<file path="config.mk">
export PLATFORM = sky130hd
export DESIGN_NAME = vga_color_ctrl_flat
export DESIGN_NICKNAME = d
export VERILOG_FILES = /design/src/rtl/vga_color_ctrl_if.sv /design/src/rtl/vga_color_ctrl.sv /design/src/flat_wrapper.sv
export SDC_FILE = /design/constraint.sdc
export NUM_CORES = 1
export LEC_CHECK = 0
export ABC_AREA = 1
export CAP_MARGIN = 20
export CORE_ASPECT_RATIO = 1.4
export CORE_UTILIZATION = 66
export DETAILED_ROUTE_END_ITERATION = 7
export HOLD_SLACK_MARGIN = 0.15
export PLACE_DENSITY = 0.84
export SLEW_MARGIN = 20
export SYNTH_ARGS = -nofsm -noshare
export SYNTH_HDL_FRONTEND = slang
export SYNTH_SLANG_ARGS = --single-unit
</file>
<file path="constraint.sdc">
create_clock -name clk -period 3.3 [get_ports clk]
set_clock_uncertainty 0.05 [all_clocks]
set_input_delay 0.825 -clock clk [delete_from_list [all_inputs] [get_ports clk]]
set_output_delay 0.825 -clock clk [all_outputs]
set_load 0.05 [all_outputs]
</file>
<file path="src/rtl/vga_color_ctrl_if.sv">
// vga_color_ctrl_if: groups the button/frame inputs and colour outputs of vga_color_ctrl.
//   but_R/G/B    raw colour-increment buttons (async, active-high)
//   but_M        raw mode button (async, active-high)
//   frame_start  one-cycle vertical-blank pulse, synchronous to clk
//   out_R/G/B    registered 4-bit colour settings
//   auto_mode    registered mode flag (1 = auto cycling)
//   upd          registered one-cycle pulse after any colour change
// master = stimulus / consumer side, slave = the controller.
interface vga_color_ctrl_if;
    logic       but_R;
    logic       but_G;
    logic       but_B;
    logic       but_M;
    logic       frame_start;
    logic [3:0] out_R;
    logic [3:0] out_G;
    logic [3:0] out_B;
    logic       auto_mode;
    logic       upd;

    modport master (
        output but_R, but_G, but_B, but_M, frame_start,
        input  out_R, out_G, out_B, auto_mode, upd
    );

    modport slave (
        input  but_R, but_G, but_B, but_M, frame_start,
        output out_R, out_G, out_B, auto_mode, upd
    );
endinterface

</file>
<file path="src/rtl/vga_color_ctrl.sv">
// vga_color_ctrl: button-driven / auto-cycling colour register for a VGA pixel datapath.
//   clk  pixel clock
//   rst  asynchronous active-low reset
//   bus  vga_color_ctrl_if.slave (buttons, frame_start in; out_R/G/B, auto_mode, upd out)
// Buttons are synchronized and debounced; colour changes happen only on frame_start.
// Manual mode serves one pending channel per frame, round-robin R->G->B.
// Auto mode steps {R,G,B} as one 12-bit value every AUTO_FRAMES frames.
module vga_color_ctrl #(
    parameter logic [15:0] DEB_CNT     = 16'd50000,
    parameter logic [31:0] AUTO_FRAMES = 32'd60
) (
    input logic             clk,
    input logic             rst,
    vga_color_ctrl_if.slave bus
);

    // Button index: 0 = R, 1 = G, 2 = B, 3 = M.
    logic [3:0]  raw;
    logic [3:0]  sync1_q, sync1_d;
    logic [3:0]  sync2_q, sync2_d;
    logic [3:0]  deb_q, deb_d;
    logic [3:0]  deb_del_q, deb_del_d;
    logic [3:0]  arm_q, arm_d;
    logic [15:0] cnt_q [4];
    logic [15:0] cnt_d [4];
    logic [1:0]  settle_q, settle_d;
    logic        settled;
    logic [3:0]  rise;

    logic [2:0]  pend_q, pend_d;
    logic [1:0]  last_q, last_d;
    logic [1:0]  sel;
    logic [31:0] frm_q, frm_d;
    logic [11:0] rgb_q, rgb_d;
    logic        auto_q, auto_d;
    logic        upd_q, upd_d;

    assign raw = {bus.but_M, bus.but_B, bus.but_G, bus.but_R};

    // Synchronizer, debounce and edge detection.
    // A button is only armed once it has been seen released after the synchronizer
    // has filled following reset, so a button held through reset yields no edge.
    always_comb begin
        sync1_d   = raw;
        sync2_d   = sync1_q;
        deb_d     = deb_q;
        deb_del_d = deb_q;
        settled   = (settle_q == 2'd2);
        settle_d  = settled ? settle_q : settle_q + 2'd1;
        arm_d     = arm_q | ({4{settled}} & ~sync2_q);
        for (int i = 0; i < 4; i++) begin
            cnt_d[i] = 16'd0;
            if (sync2_q[i] != deb_q[i]) begin
                if (cnt_q[i] == DEB_CNT - 16'd1) begin
                    deb_d[i] = ~deb_q[i];
                end else begin
                    cnt_d[i] = cnt_q[i] + 16'd1;
                end
            end
        end
        rise = deb_q & ~deb_del_q & arm_q;
    end

    // Round-robin pick starting after the last served channel.
    always_comb begin
        unique case (last_q)
            2'd0:    sel = pend_q[1] ? 2'd1 : (pend_q[2] ? 2'd2 : 2'd0);
            2'd1:    sel = pend_q[2] ? 2'd2 : (pend_q[0] ? 2'd0 : 2'd1);
            default: sel = pend_q[0] ? 2'd0 : (pend_q[1] ? 2'd1 : 2'd2);
        endcase
    end

    always_comb begin
        pend_d = pend_q;
        last_d = last_q;
        frm_d  = frm_q;
        rgb_d  = rgb_q;
        auto_d = auto_q;
        if (rise[3]) begin
            // Mode toggle wins over any frame_start in the same cycle.
            auto_d = ~auto_q;
            frm_d  = 32'd0;
            pend_d = 3'b000;
        end else if (auto_q) begin
            pend_d = 3'b000;
            if (bus.frame_start) begin
                if (frm_q == AUTO_FRAMES - 32'd1) begin
                    frm_d = 32'd0;
                    rgb_d = rgb_q + 12'd1;
                end else begin
                    frm_d = frm_q + 32'd1;
                end
            end
        end else begin
            if (bus.frame_start && (pend_q != 3'b000)) begin
                last_d      = sel;
                pend_d[sel] = 1'b0;
                case (sel)
                    2'd0:    rgb_d[11:8] = rgb_q[11:8] + 4'd1;
                    2'd1:    rgb_d[7:4]  = rgb_q[7:4] + 4'd1;
                    default: rgb_d[3:0]  = rgb_q[3:0] + 4'd1;
                endcase
            end
            // OR-ing new edges last keeps a flag set when edge and service coincide.
            pend_d = pend_d | rise[2:0];
        end
        upd_d = (rgb_d != rgb_q);
    end

    always_ff @(posedge clk or negedge rst) begin
        if (!rst) begin
            sync1_q   <= 4'b0;
            sync2_q   <= 4'b0;
            deb_q     <= 4'b0;
            deb_del_q <= 4'b0;
            arm_q     <= 4'b0;
            cnt_q     <= '{default: '0};
            settle_q  <= 2'd0;
            pend_q    <= 3'b0;
            last_q    <= 2'd2;
            frm_q     <= 32'd0;
            rgb_q     <= 12'd0;
            auto_q    <= 1'b0;
            upd_q     <= 1'b0;
        end else begin
            sync1_q   <= sync1_d;
            sync2_q   <= sync2_d;
            deb_q     <= deb_d;
            deb_del_q <= deb_del_d;
            arm_q     <= arm_d;
            cnt_q     <= cnt_d;
            settle_q  <= settle_d;
            pend_q    <= pend_d;
            last_q    <= last_d;
            frm_q     <= frm_d;
            rgb_q     <= rgb_d;
            auto_q    <= auto_d;
            upd_q     <= upd_d;
        end
    end

    assign bus.out_R     = rgb_q[11:8];
    assign bus.out_G     = rgb_q[7:4];
    assign bus.out_B     = rgb_q[3:0];
    assign bus.auto_mode = auto_q;
    assign bus.upd       = upd_q;

endmodule

</file>
<file path="src/flat_wrapper.sv">
// flat-port wrapper written by rule: the top's interface ports become plain ports
module vga_color_ctrl_flat 
#(
    parameter logic [15:0] DEB_CNT     = 16'd50000,
    parameter logic [31:0] AUTO_FRAMES = 32'd60
)
  (clk, rst, bus_but_R, bus_but_G, bus_but_B, bus_but_M, bus_frame_start, bus_out_R, bus_out_G, bus_out_B, bus_auto_mode, bus_upd);
  vga_color_ctrl_if bus_i ();
  input logic clk;
  input logic rst;
  input wire logic [$bits(bus_i.but_R)-1:0] bus_but_R;
  input wire logic [$bits(bus_i.but_G)-1:0] bus_but_G;
  input wire logic [$bits(bus_i.but_B)-1:0] bus_but_B;
  input wire logic [$bits(bus_i.but_M)-1:0] bus_but_M;
  input wire logic [$bits(bus_i.frame_start)-1:0] bus_frame_start;
  output wire logic [$bits(bus_i.out_R)-1:0] bus_out_R;
  output wire logic [$bits(bus_i.out_G)-1:0] bus_out_G;
  output wire logic [$bits(bus_i.out_B)-1:0] bus_out_B;
  output wire logic [$bits(bus_i.auto_mode)-1:0] bus_auto_mode;
  output wire logic [$bits(bus_i.upd)-1:0] bus_upd;
  assign bus_i.but_R = bus_but_R;
  assign bus_i.but_G = bus_but_G;
  assign bus_i.but_B = bus_but_B;
  assign bus_i.but_M = bus_but_M;
  assign bus_i.frame_start = bus_frame_start;
  assign bus_out_R = bus_i.out_R;
  assign bus_out_G = bus_i.out_G;
  assign bus_out_B = bus_i.out_B;
  assign bus_auto_mode = bus_i.auto_mode;
  assign bus_upd = bus_i.upd;
  vga_color_ctrl #(.DEB_CNT(DEB_CNT), .AUTO_FRAMES(AUTO_FRAMES)) u_core (.clk(clk), .rst(rst), .bus(bus_i));
endmodule
</file>
==> results by stage <==
Outcome:
- The flow ran to the end, and the final reports show no timing, DRC or antenna violations.

Place:
- At the end of routability-driven placement, the weighted congestion stood at 0.896.
- Detailed placement finished with a half-perimeter wire length of 12.6 mm.
- Buffers placed on the I/O ports in this run total 20.

Synthesis:
- The mean area per synthesized cell is 7.31 um2.
- Of the post-synthesis cell area, the dominant cell type holds 42.0%.
- The number of different library cells in the post-synthesis netlist is 46.
- Summing the sequential cell areas from Yosys gives 42.4% of the chip area.
- The largest area contributor in the netlist is sky130_fd_sc_hd__dfrtp_1.
- The multiplexer share of the synthesized area is 0.278%.
- Counting flops with an async set or reset pin after synthesis yields a share of 100%.
- The synthesis warning total is 0.
- Of the total synthesized cell area, the portion taken by full adders, half adders and majority gates is 1.39%.
- The post-synthesis instance total is 1108.
- Summing the areas of all xor and xnor instances in the mapped netlist gives 3.79% of the synthesized area.
- The synthesized netlist occupies a cell area of 8100 um2.
- The synthesized flop and latch total is 137.
- Of the total synthesized cell area, the portion taken by AND, OR, NAND and NOR gates is 35.6%.
- The share of the synthesized area in compound gates (AO/OA/AOI/OAI) is 8.53%.
- Counting flops with a built-in enable in the synthesized netlist gives 0.
- The dominant register cell in the synthesized netlist is sky130_fd_sc_hd__dfrtp_1.
- After synthesis, the largest family of logic cells by area is simple AND/OR/NAND/NOR gates.
- By area the synthesized netlist is led by sky130_fd_sc_hd__dfrtp_1 42%, sky130_fd_sc_hd__nand2_1 13%, sky130_fd_sc_hd__inv_1 6.3%, sky130_fd_sc_hd__nor2_1 6.2%, sky130_fd_sc_hd__nand3_1 4.3%.
- The number of nets handed over by synthesis was 1124.

Setup path:
- The worst setup path is launched from a flip-flop.
- The gate family responsible for the most delay along the worst path is buffers and inverters.
- Together, buffers and inverters on the worst path number 2.
- The data arrival time of the critical path is 1.86 ns.
- For this run, the slowest stage of the critical path takes 0.85 ns.
- The endpoint type of the worst setup path is an output pin.
- The critical path is of the flip-flop to output pin type.
- Walking the worst path, the cells encountered are buf_4, clkdlybuf4s50_1.
- The largest individual stage delay along the critical path comes from the cell sky130_fd_sc_hd__clkdlybuf4s50_1.
- The worst endpoint required time is 2.42 ns.
- In this run the worst path has a maximum fanout of 22.

Clock network:
- Gates resized during post-CTS repair numbered 0.
- The cell sitting at the root of the clock tree is a sky130_fd_sc_hd__clkbuf_16.
- Counting the buffers created by CTS gives 17.
- After clock tree synthesis, the clock-pin slew on the worst setup and hold paths is 0.06 ns.
- The clock net sink count is 137.
- The number of buffers inserted by hold repair at cts is 0.
- The TritonCTS clock tree is yes.
- In this run the post-CTS setup repair buffer count came out at 0.
- Clock latency on the worst-skew pair, taken at its later pin, is 0.42 ns.
- The H-tree level count is 4.
- The deepest clock path buffer count is 2.

Routing:
- The detailed router placed 7363 vias in this run.
- For this run, design rule violations remaining after detail routing come to 0.
- In this run the remaining antenna-violating nets after routing total 0.
- The first detailed-routing pass took 5 iterations.
- The violation count after the first detailed-routing iteration is 440.
- Dividing the detail-routed wire length by the instance count gives 14.2 um.
- The aggregate routed wire length is 18.4 mm.
- In the routed layout, each cell is associated on average with a via count of 5.69.

Die:
- The height of the die is 133 um.
- The total core area is 11900 um2.
- For this configuration, the core starts out at a cell density of 68.1%.
- The die footprint is 12700 um2.
- During I/O placement, the number of pins put on the boundary was 21.
- The die is 95.6 um wide.
- The row count is 47.

Cells and area:
- Fill cells in the final layout number 879.
- The number of antenna diodes in the final layout is 0.
- The library cells used most frequently in the layout, excluding fill and tap cells, are 285 x sky130_fd_sc_hd__nand2_1, 136 x sky130_fd_sc_hd__inv_1, 136 x sky130_fd_sc_hd__dfrtp_1.
- The area growth from synthesis to layout is 11.5%.
- At the end of the flow, the number of nets in the layout was 1150.
- In the final layout, the share of cells above drive strength 1 is 8.63%.
- The final standard cell utilization of the core is 76.0%.
- The library cell used most frequently in the layout, excluding fill and tap cells, is sky130_fd_sc_hd__nand2_1.

Pwr:
- The static leakage is 4.20 nW.
- The power per standard cell area is 559 nW/um2.
- Across the VDD grid, the largest voltage drop is 0.351 mV.

Global routing:
- The first global-routing pass estimated 31.3 mm of wire.
- The via count of the first global-routing pass is 7057.
- The residual overflow from global routing is 0.
- The number of antenna violations at the first check in global routing is 0.
- The pin count of the biggest net entering global routing is 74.
- Across every metal layer, demand over resource in global routing totals 31.4%.

Timing:
- The top achievable clock speed is 0.365 GHz.
- For the final routed database, the setup TNS stands at 0 ns.
- The final critical path takes up 83.0% of the cycle.
- The setup-violating endpoint count in the final report is 0.
- The slew of the pin with the lowest slew margin is 0.631 ns.
- The hold violation count in the final report is 0.
- Setup repair after global routing left no endpoint under its margin.
- The number of max-slew violations in the final report is 0.
- In this run the tightest slew margin relative to its limit is 57.9%.
- The clock period could shrink to 2.74 ns.

Run:
- Max-cap violations in this run came to 0.

Min path:
- The worst min-delay path category is input pin to async pin.
-- area by class of cell --
type	count	area, um2	share of cell area (%)
Clock buffer	19	443	4.91
Clock inverter	13	145	1.61
Inverter	147	556	6.16
Multi-Input combinational cell	806	4010	44.5
Sequential cell	137	3430	38.0
Tap cell	147	184	2.04
Timing Repair Buffer	25	251	2.79
-- per-stage QoR --
step	std cells	instance area, um2	setup slack, ns	total power [mW]	hold slack [ns]
floorplan	1108	8100	1.26	2.82	0.281
global placement	1262	8430	0.547	3.14	0.282
global route	1294	9020	0.501	5.29	0.252
detailed placement	1262	8430	0.522	3.16	0.285
CTS	1294	9020	0.553	5.04	0.231
finish	1294	9020	0.561	5.04	0.226
-- path summary, 6_finish.rpt --
check	from	end	slack, ns	cells past startpoint
worst min-delay path	rst	u_core.frm_q[1]	0.23	1
max in group asynchronous	rst	u_core.last_q[1]	2.25	2
worst max register to register	u_core.deb_del_d[3]	u_core.frm_q[11]	1.02	9
min in group clk	u_core.sync1_q[3]	u_core.sync2_q[3]	0.30	0
worst max-delay path	u_core.bus.auto_mode	bus_auto_mode	0.56	2
worst min register to register	u_core.sync1_q[3]	u_core.sync2_q[3]	0.30	0
-- kinds of logic (layout without fill, tap and decap cells) --
logic type / Yosys count / in the layout
adder cells (fa/ha/maj): 9 / 9
XOR/XNOR: 35 / 35
buffers and inverters: 165 / 204
multiplexers: 2 / 2
flip-flops: 137 / 137
AND/OR/NAND/NOR: 631 / 631
AO/OA/AOI/OAI: 129 / 129
-- metal layers --
layer	GRT usage, %	up-vias	wire, um
met2	52.2	228	9370
met5	0	-	0
li1	-	3635	-
met1	38.8	3445	7650
met4	16.2	0	565
met3	4.89	55	784
-- cells in the mapped netlist, types with 7 or more instances --
master / instances
sky130_fd_sc_hd__nand2_1: 285
sky130_fd_sc_hd__dfrtp_1: 136
sky130_fd_sc_hd__inv_1: 136
sky130_fd_sc_hd__nor2_1: 133
sky130_fd_sc_hd__nand3_1: 70
sky130_fd_sc_hd__o21ai_0: 57
sky130_fd_sc_hd__a21oi_1: 48
sky130_fd_sc_hd__nor3_1: 41
sky130_fd_sc_hd__nand4_1: 31
sky130_fd_sc_hd__xor2_1: 29
sky130_fd_sc_hd__nor2_2: 16
sky130_fd_sc_hd__ha_1: 9
sky130_fd_sc_hd__nor3b_1: 9
sky130_fd_sc_hd__nor4_1: 9
sky130_fd_sc_hd__buf_2: 8
sky130_fd_sc_hd__inv_2: 8
sky130_fd_sc_hd__clkbuf_1: 7
sky130_fd_sc_hd__nor3_2: 7
-- flip-flops by register name, indices dropped and copies added, names as in the netlist --
signal,cells
u_core.pend_q,3
u_core.deb_del_d,4
u_core.sync2_q,4
u_core.bus.upd,1
u_core.sync1_q,4
u_core.cnt_q,64
u_core.deb_del_q,4
u_core.arm_q,4
u_core.bus.auto_mode,1
u_core.rgb_q,12
u_core.last_q,2
u_core.frm_q,32
u_core.settle_q,2
-- power breakdown --
group	internal [mW]	switching, mW	leakage (nW)
logic	0.424	0.831	2.20
clock network	1.14	0.740	0.280
registers	1.77	0.136	1.72
total	3.33	1.71	4.20
-- worst register-to-register path, delay by kind of cell (launching register included) --
family,cells,cell delay (ns)
flip-flops,1,0.40
AND/OR/NAND/NOR,6,1.21
AO/OA/AOI/OAI,2,0.25
buffers and inverters,1,0.25
No activity file was read; power rests on OpenSTA's default activity.
